[src/rtl/rect_fill_master_if.sv]
// ---------------------------------------------------------------------------
// rect_fill_master_if
//   Bus bundle for rect_fill_master: the CSR slave port (from the PCIe
//   bridge), the pixel-write master port (to the SDRAM controller) and irq.
//
//   modport master : view of the fill block itself (answers CSR accesses,
//                    issues pixel writes, raises irq)
//   modport slave  : view of the surroundings (CSR host + memory slave)
//
//   Signals
//     slave_address / slave_writedata / slave_write / slave_read /
//     slave_chipselect        CSR access from the host
//     slave_readdata          CSR read data, registered, latency 1
//     master_address          pixel byte address
//     master_writedata        pixel colour
//     master_write            write request
//     master_waitrequest      memory stall
//     irq                     DONE & IRQ_EN level interrupt
// ---------------------------------------------------------------------------
interface rect_fill_master_if #(
  parameter int MASTER_ADDRESSWIDTH = 32,
  parameter int SLAVE_ADDRESSWIDTH  = 3,
  parameter int DATAWIDTH           = 32
);
  logic [SLAVE_ADDRESSWIDTH-1:0]  slave_address;
  logic [DATAWIDTH-1:0]           slave_writedata;
  logic                           slave_write;
  logic                           slave_read;
  logic                           slave_chipselect;
  logic [DATAWIDTH-1:0]           slave_readdata;
  logic [MASTER_ADDRESSWIDTH-1:0] master_address;
  logic [DATAWIDTH-1:0]           master_writedata;
  logic                           master_write;
  logic                           master_waitrequest;
  logic                           irq;

  modport master (
    input  slave_address, slave_writedata, slave_write, slave_read,
           slave_chipselect, master_waitrequest,
    output slave_readdata, master_address, master_writedata, master_write, irq
  );

  modport slave (
    output slave_address, slave_writedata, slave_write, slave_read,
           slave_chipselect, master_waitrequest,
    input  slave_readdata, master_address, master_writedata, master_write, irq
  );
endinterface

[src/rtl/rect_fill_master.sv]
// ---------------------------------------------------------------------------
// rect_fill_master
//   Fills a rectangle of a linear 32-bit-per-pixel frame buffer with a
//   programmable colour. The host programs geometry/colour/base/stride via
//   the CSR port and pulses START; the master port then emits one pixel
//   write per accepted transfer in raster order (1 pixel/cycle when not
//   stalled, no bubble at row change).
//
//   Ports
//     clk      single clock
//     reset_n  asynchronous active-low reset
//     bus      rect_fill_master_if.master (CSR slave, pixel master, irq)
//
//   CSR map (word index)
//     0 CTRL   b0 START (self-clear), b1 ABORT (self-clear), b2 IRQ_EN
//     1 STATUS b0 BUSY (RO), b1 DONE, b2 ERR, b3 ABORTED (W1C)
//     2 COLOR  3 ORIGIN {y0,x0}  4 EXTENT {y1,x1} (inclusive)
//     5 BASE   6 STRIDE (both word aligned)  7 COUNT (RO)
// ---------------------------------------------------------------------------
module rect_fill_master #(
  parameter int MASTER_ADDRESSWIDTH = 32,
  parameter int SLAVE_ADDRESSWIDTH  = 3,
  parameter int DATAWIDTH           = 32,
  parameter int COORDWIDTH          = 11
) (
  input  logic                  clk,
  input  logic                  reset_n,
  rect_fill_master_if.master    bus
);

  localparam int AW = MASTER_ADDRESSWIDTH;
  localparam int DW = DATAWIDTH;
  localparam int CW = COORDWIDTH;

  typedef enum logic [1:0] {IDLE, SETUP, WRITE} state_t;

  state_t        state;
  logic          irq_en, done, err, aborted, abort_pending;
  logic [DW-1:0] color, base, stride, count;
  logic [CW-1:0] x0, y0, x1, y1, x, y;
  logic [AW-1:0] row_addr;

  logic          csr_wr, csr_rd, busy, start_req, abort_req, geom_ok, accept;
  logic          last_pixel;
  logic [2:0]    reg_idx;
  logic [AW-1:0] row_start, next_row;
  logic [DW-1:0] rd_mux;

  assign reg_idx    = bus.slave_address[2:0];
  assign csr_wr     = bus.slave_write & bus.slave_chipselect;
  assign csr_rd     = bus.slave_read  & bus.slave_chipselect;
  assign busy       = (state != IDLE);
  assign start_req  = csr_wr && (reg_idx == 3'd0) && bus.slave_writedata[0];
  assign abort_req  = csr_wr && (reg_idx == 3'd0) && bus.slave_writedata[1];
  assign geom_ok    = (x1 >= x0) && (y1 >= y0);
  assign accept     = (state == WRITE) && !bus.master_waitrequest;
  assign last_pixel = (x == x1) && (y == y1);

  // All address arithmetic is done at master width so it wraps naturally.
  assign row_start = AW'(base) + AW'(stride) * AW'(y0) + (AW'(x0) << 2);
  assign next_row  = row_addr + AW'(stride);

  assign bus.irq = done & irq_en;

  // NOTE: every variable driven here gets a default first, otherwise the
  // unlisted register indices would infer a latch.
  always_comb begin
    rd_mux = '0;
    case (reg_idx)
      3'd0: rd_mux[2]   = irq_en;
      3'd1: rd_mux[3:0] = {aborted, err, done, busy};
      3'd2: rd_mux      = color;
      3'd3: begin
        rd_mux[16+:CW] = y0;
        rd_mux[0+:CW]  = x0;
      end
      3'd4: begin
        rd_mux[16+:CW] = y1;
        rd_mux[0+:CW]  = x1;
      end
      3'd5: rd_mux = base;
      3'd6: rd_mux = stride;
      3'd7: rd_mux = count;
      default: rd_mux = '0;
    endcase
  end

  // NOTE: sequential state uses non-blocking assignments only; where two
  // assignments to the same register happen in one cycle the later one in
  // this block wins, which is how "set beats W1C" is expressed below.
  always_ff @(posedge clk or negedge reset_n) begin
    if (!reset_n) begin
      state                <= IDLE;
      irq_en               <= 1'b0;
      done                 <= 1'b0;
      err                  <= 1'b0;
      aborted              <= 1'b0;
      abort_pending        <= 1'b0;
      color                <= '0;
      base                 <= '0;
      stride               <= '0;
      count                <= '0;
      x0                   <= '0;
      y0                   <= '0;
      x1                   <= '0;
      y1                   <= '0;
      x                    <= '0;
      y                    <= '0;
      row_addr             <= '0;
      bus.slave_readdata   <= '0;
      bus.master_address   <= '0;
      bus.master_writedata <= '0;
      bus.master_write     <= 1'b0;
    end else begin
      if (csr_rd) bus.slave_readdata <= rd_mux;

      // Configuration is frozen while a fill is running.
      if (csr_wr && !busy) begin
        case (reg_idx)
          3'd2: color <= bus.slave_writedata;
          3'd3: begin
            x0 <= bus.slave_writedata[0+:CW];
            y0 <= bus.slave_writedata[16+:CW];
          end
          3'd4: begin
            x1 <= bus.slave_writedata[0+:CW];
            y1 <= bus.slave_writedata[16+:CW];
          end
          3'd5: base   <= {bus.slave_writedata[DW-1:2], 2'b00};
          3'd6: stride <= {bus.slave_writedata[DW-1:2], 2'b00};
          default: ;
        endcase
      end

      if (csr_wr && (reg_idx == 3'd0)) irq_en <= bus.slave_writedata[2];

      if (csr_wr && (reg_idx == 3'd1)) begin
        done    <= done    & ~bus.slave_writedata[1];
        err     <= err     & ~bus.slave_writedata[2];
        aborted <= aborted & ~bus.slave_writedata[3];
      end

      case (state)
        IDLE: begin
          if (start_req) begin
            count   <= '0;
            aborted <= 1'b0;
            if (geom_ok) begin
              state                <= SETUP;
              done                 <= 1'b0;
              err                  <= 1'b0;
              abort_pending        <= 1'b0;
              bus.master_writedata <= color;
            end else begin
              done <= 1'b1;
              err  <= 1'b1;
            end
          end
        end

        SETUP: begin
          if (abort_req) begin
            state   <= IDLE;
            done    <= 1'b1;
            aborted <= 1'b1;
          end else begin
            row_addr           <= row_start;
            bus.master_address <= row_start;
            x                  <= x0;
            y                  <= y0;
            bus.master_write   <= 1'b1;
            state              <= WRITE;
          end
        end

        WRITE: begin
          if (abort_req) abort_pending <= 1'b1;
          if (accept) begin
            count <= count + DW'(1);
            if (last_pixel || abort_req || abort_pending) begin
              bus.master_write <= 1'b0;
              state            <= IDLE;
              done             <= 1'b1;
              abort_pending    <= 1'b0;
              if (abort_req || abort_pending) aborted <= 1'b1;
            end else if (x == x1) begin
              x                  <= x0;
              y                  <= y + CW'(1);
              row_addr           <= next_row;
              bus.master_address <= next_row;
            end else begin
              x                  <= x + CW'(1);
              bus.master_address <= bus.master_address + AW'(4);
            end
          end
        end

        default: state <= IDLE;
      endcase
    end
  end

endmodule

[src/flat_wrapper.sv]
// flat-port wrapper written by rule: the top's interface ports become plain ports
module rect_fill_master_flat 
#(
  parameter int MASTER_ADDRESSWIDTH = 32,
  parameter int SLAVE_ADDRESSWIDTH  = 3,
  parameter int DATAWIDTH           = 32,
  parameter int COORDWIDTH          = 11
)
  (clk, reset_n, bus_slave_address, bus_slave_writedata, bus_slave_write, bus_slave_read, bus_slave_chipselect, bus_master_waitrequest, bus_slave_readdata, bus_master_address, bus_master_writedata, bus_master_write, bus_irq);
  rect_fill_master_if #(.MASTER_ADDRESSWIDTH(MASTER_ADDRESSWIDTH), .SLAVE_ADDRESSWIDTH(SLAVE_ADDRESSWIDTH), .DATAWIDTH(DATAWIDTH)) bus_i ();
  input  logic clk;
  input  logic reset_n;
  input wire logic [$bits(bus_i.slave_address)-1:0] bus_slave_address;
  input wire logic [$bits(bus_i.slave_writedata)-1:0] bus_slave_writedata;
  input wire logic [$bits(bus_i.slave_write)-1:0] bus_slave_write;
  input wire logic [$bits(bus_i.slave_read)-1:0] bus_slave_read;
  input wire logic [$bits(bus_i.slave_chipselect)-1:0] bus_slave_chipselect;
  input wire logic [$bits(bus_i.master_waitrequest)-1:0] bus_master_waitrequest;
  output wire logic [$bits(bus_i.slave_readdata)-1:0] bus_slave_readdata;
  output wire logic [$bits(bus_i.master_address)-1:0] bus_master_address;
  output wire logic [$bits(bus_i.master_writedata)-1:0] bus_master_writedata;
  output wire logic [$bits(bus_i.master_write)-1:0] bus_master_write;
  output wire logic [$bits(bus_i.irq)-1:0] bus_irq;
  assign bus_i.slave_address = bus_slave_address;
  assign bus_i.slave_writedata = bus_slave_writedata;
  assign bus_i.slave_write = bus_slave_write;
  assign bus_i.slave_read = bus_slave_read;
  assign bus_i.slave_chipselect = bus_slave_chipselect;
  assign bus_i.master_waitrequest = bus_master_waitrequest;
  assign bus_slave_readdata = bus_i.slave_readdata;
  assign bus_master_address = bus_i.master_address;
  assign bus_master_writedata = bus_i.master_writedata;
  assign bus_master_write = bus_i.master_write;
  assign bus_irq = bus_i.irq;
  rect_fill_master #(.MASTER_ADDRESSWIDTH(MASTER_ADDRESSWIDTH), .SLAVE_ADDRESSWIDTH(SLAVE_ADDRESSWIDTH), .DATAWIDTH(DATAWIDTH), .COORDWIDTH(COORDWIDTH)) u_core (.clk(clk), .reset_n(reset_n), .bus(bus_i));
endmodule
[config.mk]
export PLATFORM = sky130hd
export DESIGN_NAME = rect_fill_master_flat
export DESIGN_NICKNAME = d
export VERILOG_FILES = /design/src/rtl/rect_fill_master_if.sv /design/src/rtl/rect_fill_master.sv /design/src/flat_wrapper.sv
export SDC_FILE = /design/constraint.sdc
export NUM_CORES = 1
export LEC_CHECK = 0
export ABC_AREA = 1
export CAP_MARGIN = 20
export CORE_MARGIN = 1
export CORE_UTILIZATION = 40
export CTS_CLUSTER_SIZE = 28
export DETAILED_ROUTE_END_ITERATION = 10
export PLACE_DENSITY = 0.66
export SLEW_MARGIN = 10
export SYNTH_ARGS = -nofsm -noshare
export SYNTH_HDL_FRONTEND = slang
export SYNTH_SLANG_ARGS = --single-unit
[constraint.sdc]
create_clock -name clk -period 20.3 [get_ports clk]
set_clock_uncertainty 0.1 [all_clocks]
set_input_delay 3.045 -clock clk [delete_from_list [all_inputs] [get_ports clk]]
set_output_delay 3.045 -clock clk [all_outputs]
set_load 0.005 [all_outputs]
Word-level counts from Yosys, hierarchy flattened
Cells that the tools add are included.

word-level totals
  word-level logic and storage cells = 150
  output and inout bits = 98
  register bits after elaboration = 326
  input port bits = 41

operators by class
  multiply operators = 1
  reduce and logical (&&, ||, !) cells = 30
  order comparisons = 2
  bitwise operators = 9
  $add $sub $neg = 7
  multiplexer cells = 62
  equality and inequality tests = 18

operator list
  kind                                           count
  2-to-1 mux 32 bit                              9
  case mux 32 bit (2 select lines)               3
  2-to-1 mux 11 bit                              8
  case mux 11 bit (6 select lines)               1
  adder 32 bit                                   2
  case mux 11 bit (2 select lines)               2
  case mux 7 bit (6 select lines)                1
  case mux 5 bit (4 select lines)                2
  adder 32 x 1 -> 32 bit, second input constant  1
  adder 32 x 13 -> 32 bit                        1
  adder 32 x 3 -> 32 bit, second input constant  1
  multiplier 30 x 11 -> 30 bit                   1
  2-to-1 mux 1 bit                               23
  adder 11 x 1 -> 11 bit, second input constant  2
  equality test 11 bit                           2
  >= comparator 11 bit                           2
  equality test 3 bit, second input constant     4
  AND reduction 4 bit                            3
  2-to-1 mux 2 bit                               5
  case mux 2 bit (5 select lines)                1
  AND reduction 2 bit                            5
  AND reduction 3 bit                            3
  logical AND 1 bit                              8
  != test 2 bit, second input constant           4
  other kinds (18)                               35

Logic depth before layout (Yosys ltp)
  depth in word-level cells = 8
  gate-level depth with buffers = 43

Worst setup path after synthesis
OpenSTA, ideal clock, no wires.

  path kind = reg2reg
  start point = register u_core.y0[2]
  end point = register u_core.bus.master_address[31]
  data arrival time = 6.623 ns
  clock period less this slack = 6.801 ns
  path buffers = 2
  library setup time = 0.077 ns
  slack = 13.499 ns
  cell stages (with the launch flop) = 33
  required time = 20.123 ns
  cell sequence = dfrtp_1 > clkbuf_1 > clkbuf_1 > nand2_1 > fa_1 > fa_1 > inv_1 > fa_1 > fa_1 > inv_1 > fa_1 > inv_1 > ha_1 > a21o_1 > a21oi_1 > o21ai_0 > a21oi_1 > o21bai_1 > nand3_1 > nand2_1 > xor2_1 > ha_1 > ha_1 > nand2_1 > nor2_1 > inv_1 > nor4_1 > o21ai_0 > nand3_1 > inv_1 > nand2_1 > nand3_1 > a21oi_1

on the way
  longest elaborated chain between the ends = 5

ends and longest elaborated chain
  element                           RTL line                   RTL
  from (decl)                       rect_fill_master.sv:40     logic [CW-1:0] x0, y0, x1, y1, x, y;
  from (signal assigned)            rect_fill_master.sv:123    y0 <= bus.slave_writedata[16+:CW];
  multiplier 30 x 11 -> 30 bit      rect_fill_master.sv:60     assign row_start = AW'(base) + AW'(stride) * AW'(y0) + (AW'(x0) << 2);
  adder 32 bit                      rect_fill_master.sv:60
  adder 32 x 13 -> 32 bit           rect_fill_master.sv:60
  2-to-1 mux 32 bit                 rect_fill_master.sv:162    if (abort_req) begin
  case mux 32 bit (2 select lines)  rect_fill_master.sv:143    case (state)
  to (signal assigned)              rect_fill_master.sv:168    bus.master_address <= row_start;
  to (signal assigned)              rect_fill_master.sv:190    bus.master_address <= next_row;
  to (signal assigned)              rect_fill_master.sv:193    bus.master_address <= bus.master_address + AW'(4);
  to (decl)                         rect_fill_master_if.sv:40  output slave_readdata, master_address, master_writedata, master_write, irq

Every way passes these cells. The select of a mux whose other input is x is not followed.
A chain may end at the register's enable or synchronous reset.

Worst setup path in the final report
  start point = register u_core.stride[11]
  end point = register u_core.bus.master_address[24]

on the way
  longest elaborated chain between the ends = 5
  elaborated cells on any way between the ends = 9

ends and longest elaborated chain
  element                                                       RTL line                                          RTL
  from (decl)                                                   rect_fill_master.sv:39                            logic [DW-1:0] color, base, stride, count;
  from (signal assigned)                                        rect_fill_master.sv:130                           3'd6: stride <= {bus.slave_writedata[DW-1:2], 2'b00};
  multiplier 30 x 11 -> 30 bit or adder 32 bit (tied branches)  rect_fill_master.sv:60, rect_fill_master.sv:61
  adder 32 bit or 2-to-1 mux 32 bit (tied branches)             rect_fill_master.sv:60, rect_fill_master.sv:186
  adder 32 x 13 -> 32 bit or 2-to-1 mux 32 bit (tied branches)  rect_fill_master.sv:60, rect_fill_master.sv:180
  2-to-1 mux 32 bit, on equally long branches                   rect_fill_master.sv:162, rect_fill_master.sv:178
  case mux 32 bit (2 select lines) *                            rect_fill_master.sv:143

Mark *: on every way between the ends. The rest lies on a longest branch, timed or not. The select of a mux whose other input is x is not followed.

==> flow_metrics.env <==
export IMPL_initial_utilization=0.404
export IMPL_clock_fmax_mhz=120
export IMPL_largest_net_degree_at_the_start_of_global_routing=119
export IMPL_yosysWarnings=0
export IMPL_timing_setup_tns_ns=0
export IMPL_flip_flop_and_latch_count_after_synthesis=323
export IMPL_post_drt_via_cell_ratio=5.45
export IMPL_fillerInstances=7200
export IMPL_num_vias=26700
export IMPL_final_seq_area_um2=8080
export IMPL_grt_pass1_vias=26100
export IMPL_timing_critical_path_required_ns=20.64
export IMPL_num_rows=98
export IMPL_layout_drive_gt1_share=0.0456
export IMPL_clkSinkCount=323
export IMPL_globalRoute_totalOverflow=0
export IMPL_timing_max_cap_violations=0
export IMPL_cp_data_arrival_time_ns=8.67
export IMPL_worst_slew_pin_transition_ns=1.02
export IMPL_post_layout_min_period_ns=8.33
export IMPL_synthesis_area_per_instance_um2=7.50
export IMPL_numPortBuffers=138
export IMPL_worst_setup_hold_path_clk_slew_ns=0.06
export IMPL_synth_nets=4258
export IMPL_cts_made_buffers=35
export IMPL_io_pins=139
export IMPL_htree_num_levels=2
export IMPL_hold_ws_ns=0.382
export IMPL_hold_buffers=0
export IMPL_post_cts_resized=0
export IMPL_place_gp_congestion=1.02
export IMPL_clkLatencyLatePin_ns=0.56
export IMPL_outcome="complete, no violations"
export IMPL_timing_final_setup_violations=0
export IMPL_drtPass1Iterations=6
export IMPL_drt_wl_total_um=102000
export IMPL_grt_usage=0.280
export IMPL_remaining_drc_errors=0
export IMPL_grt_setup_unrepaired="no"
export IMPL_final_antenna_net_count=0
export IMPL_wire_per_inst_um=20.9
export IMPL_die_h_um=271
export IMPL_synthArstFlopShare=1.00
export IMPL_synth_edf_count=0
export IMPL_chip_width_um=271
export IMPL_cts_root_buffer="sky130_fd_sc_hd__clkbuf_16"
export IMPL_antenna_found_initial=1
export IMPL_fp_dieArea_um2=73200
export IMPL_synth_yosys_seq_area_share=0.280
export IMPL_final_hold_viol_count=0
export IMPL_final_min_period_over_clock_period=0.410
export IMPL_setup_worst_path_start_class="flop"
export IMPL_cp_common_cell="sky130_fd_sc_hd__fa_1"
export IMPL_clock_tree_buffer_depth=3
export IMPL_slew_limit_headroom=0.319
export IMPL_synth_area_um2=28900
export IMPL_dpl_hpwl_um=79800
export IMPL_ys_flop_type="sky130_fd_sc_hd__dfrtp_1"
export IMPL_hold_class="flop to flop"
export IMPL_biggest_cell_delay_along_the_critical_path_ns=0.95
export IMPL_critPathMaxFanout=14
export IMPL_layout_overhead_on_the_synthesized_area_pct=12.1
export IMPL_cts_tree="done"
export IMPL_finalCoreUtilization=0.453
export IMPL_core_area_um2=71500
export IMPL_cp_end_kind="flop"
export IMPL_finish_net_count=4328
export IMPL_synthCells=3851
export IMPL_yosysUniqueCellTypes=58
export IMPL_antennaDiodeCount=0
export IMPL_crit_path_top_delay_cell="sky130_fd_sc_hd__dfrtp_1"
export IMPL_worst_path_dominant_cell_family="adder cells"
export IMPL_slew_violations=0
export IMPL_cts_setup_buffers=0
export IMPL_cp_buffers_inverters=4
export IMPL_multi_input_comb_area_um2=17800
export IMPL_critPathKind="flop to flop"
export IMPL_drt_iter0_markers=2335
export IMPL_wire_length_of_the_first_global_routing_pass_um=158000
[final timing paths]
kind	cells after the start	from	endpoint	slack (ns)
setup reg to reg	27	u_core.stride[11]	u_core.bus.master_address[24]	11.97
setup / recovery	27	u_core.stride[11]	u_core.bus.master_address[24]	11.97
hold reg to reg	2	u_core.count[10]	u_core.count[10]	0.38
max in group asynchronous	4	reset_n	u_core.base[23]	15.65
hold / removal	2	u_core.count[10]	u_core.count[10]	0.38
min in group asynchronous	1	reset_n	u_core.bus.slave_readdata[22]	2.43
[stage by stage]
| stage | std cells | setup WS [ns] | area (µm²) |
|---|---|---|---|
| floorplan | 3851 | 13.50 | 28900 |
| global placement | 4831 | 11.98 | 31100 |
| detailed placement | 4831 | 12.05 | 31100 |
| CTS | 4893 | 12.00 | 32300 |
| global route | 4896 | 11.58 | 32400 |
| finish | 4896 | 11.97 | 32400 |
[registers in the layout, indices dropped and copies added (netlist names)]
signal,flops
u_core.x0,11
u_core.abort_pending,1
u_core.stride,30
u_core.irq_en,1
u_core.base,30
u_core.count,32
u_core.bus.master_write,1
u_core.bus.slave_readdata,32
u_core.state,2
u_core.done,1
u_core.err,1
u_core.x,11
u_core.color,32
u_core.bus.master_address,31
u_core.row_addr,30
u_core.y1,11
u_core.x1,11
u_core.aborted,1
u_core.bus.master_writedata,32
u_core.y,11
u_core.y0,11
[cell usage after synthesis, types with 15 or more instances]
cell type / number / area [µm²]
sky130_fd_sc_hd__nor2_1: 235 / 882
sky130_fd_sc_hd__ha_1: 152 / 1900
sky130_fd_sc_hd__a21oi_1: 193 / 966
sky130_fd_sc_hd__o31ai_1: 20 / 150
sky130_fd_sc_hd__buf_2: 23 / 115
sky130_fd_sc_hd__a22oi_1: 15 / 113
sky130_fd_sc_hd__dfrtp_1: 323 / 8080
sky130_fd_sc_hd__nand2_1: 1019 / 3820
sky130_fd_sc_hd__clkbuf_1: 106 / 398
sky130_fd_sc_hd__a31oi_1: 38 / 238
sky130_fd_sc_hd__o21ai_0: 276 / 1380
sky130_fd_sc_hd__mux2_2: 31 / 349
sky130_fd_sc_hd__fa_1: 214 / 4280
sky130_fd_sc_hd__xnor2_1: 31 / 272
sky130_fd_sc_hd__o21bai_1: 18 / 135
sky130_fd_sc_hd__nor3_1: 74 / 370
sky130_fd_sc_hd__nand4_1: 48 / 300
sky130_fd_sc_hd__nand3_1: 136 / 681
sky130_fd_sc_hd__inv_1: 629 / 2360
sky130_fd_sc_hd__xor2_1: 65 / 569
sky130_fd_sc_hd__nor4_1: 18 / 113
sky130_fd_sc_hd__o22ai_1: 21 / 131
[layer usage]
layer	vias to the layer above	track usage	part of all wire
met2	1094	0.467	0.47
met1	12900	0.365	0.42
li1	12400	-	-
met4	4	0.110	0.042
met5	-	0	0.00022
met3	225	0.0388	0.070
[area by class of cell]
type | instances | area share
multi-input cells | 2738 | 0.549
flip-flops and latches | 323 | 0.250
inverters | 642 | 0.0745
repair buffers | 181 | 0.0544
well taps | 950 | 0.0367
clock buffers | 45 | 0.0298
clock inverters | 17 | 0.00630
[layout by cell type, fill, tap and decap left out, drive strengths merged, types with 18 or more instances in the layout]
master,instances
buf,44
o21bai,18
nand2,1024
nand3,143
dfrtp,323
a31oi,38
mux2,31
o22ai,21
ha,152
clkbuf,45
a21oi,193
nor3,79
nor4,18
o31ai,20
nand4,48
nor2,243
fa,214
o21ai,291
clkdlybuf4s50,137
inv,641
xnor2,31
xor2,65
[tightest hold or removal path, stage by stage, from the launching register on]
cell	delay (ns)
sky130_fd_sc_hd__dfrtp_1	0.34
sky130_fd_sc_hd__nand2_1	0.05
sky130_fd_sc_hd__o31ai_1	0.06
[cells by family (layout without fill, tap and decap cells)]
group,Yosys count,after routing,synth area share
buffers and inverters,790,885,0.106
adders and majority gates,366,366,0.214
AOI/OAI and AO/OA,671,671,0.132
DFF,323,323,0.280
xor gates and xnor gates,96,96,0.0291
muxes,31,31,0.0121
and+or+nand+nor,1574,1574,0.227
Power is left out: the tool's default activity adds up to more than one toggle a clock period on the data nets, which glitch-free logic cannot reach.
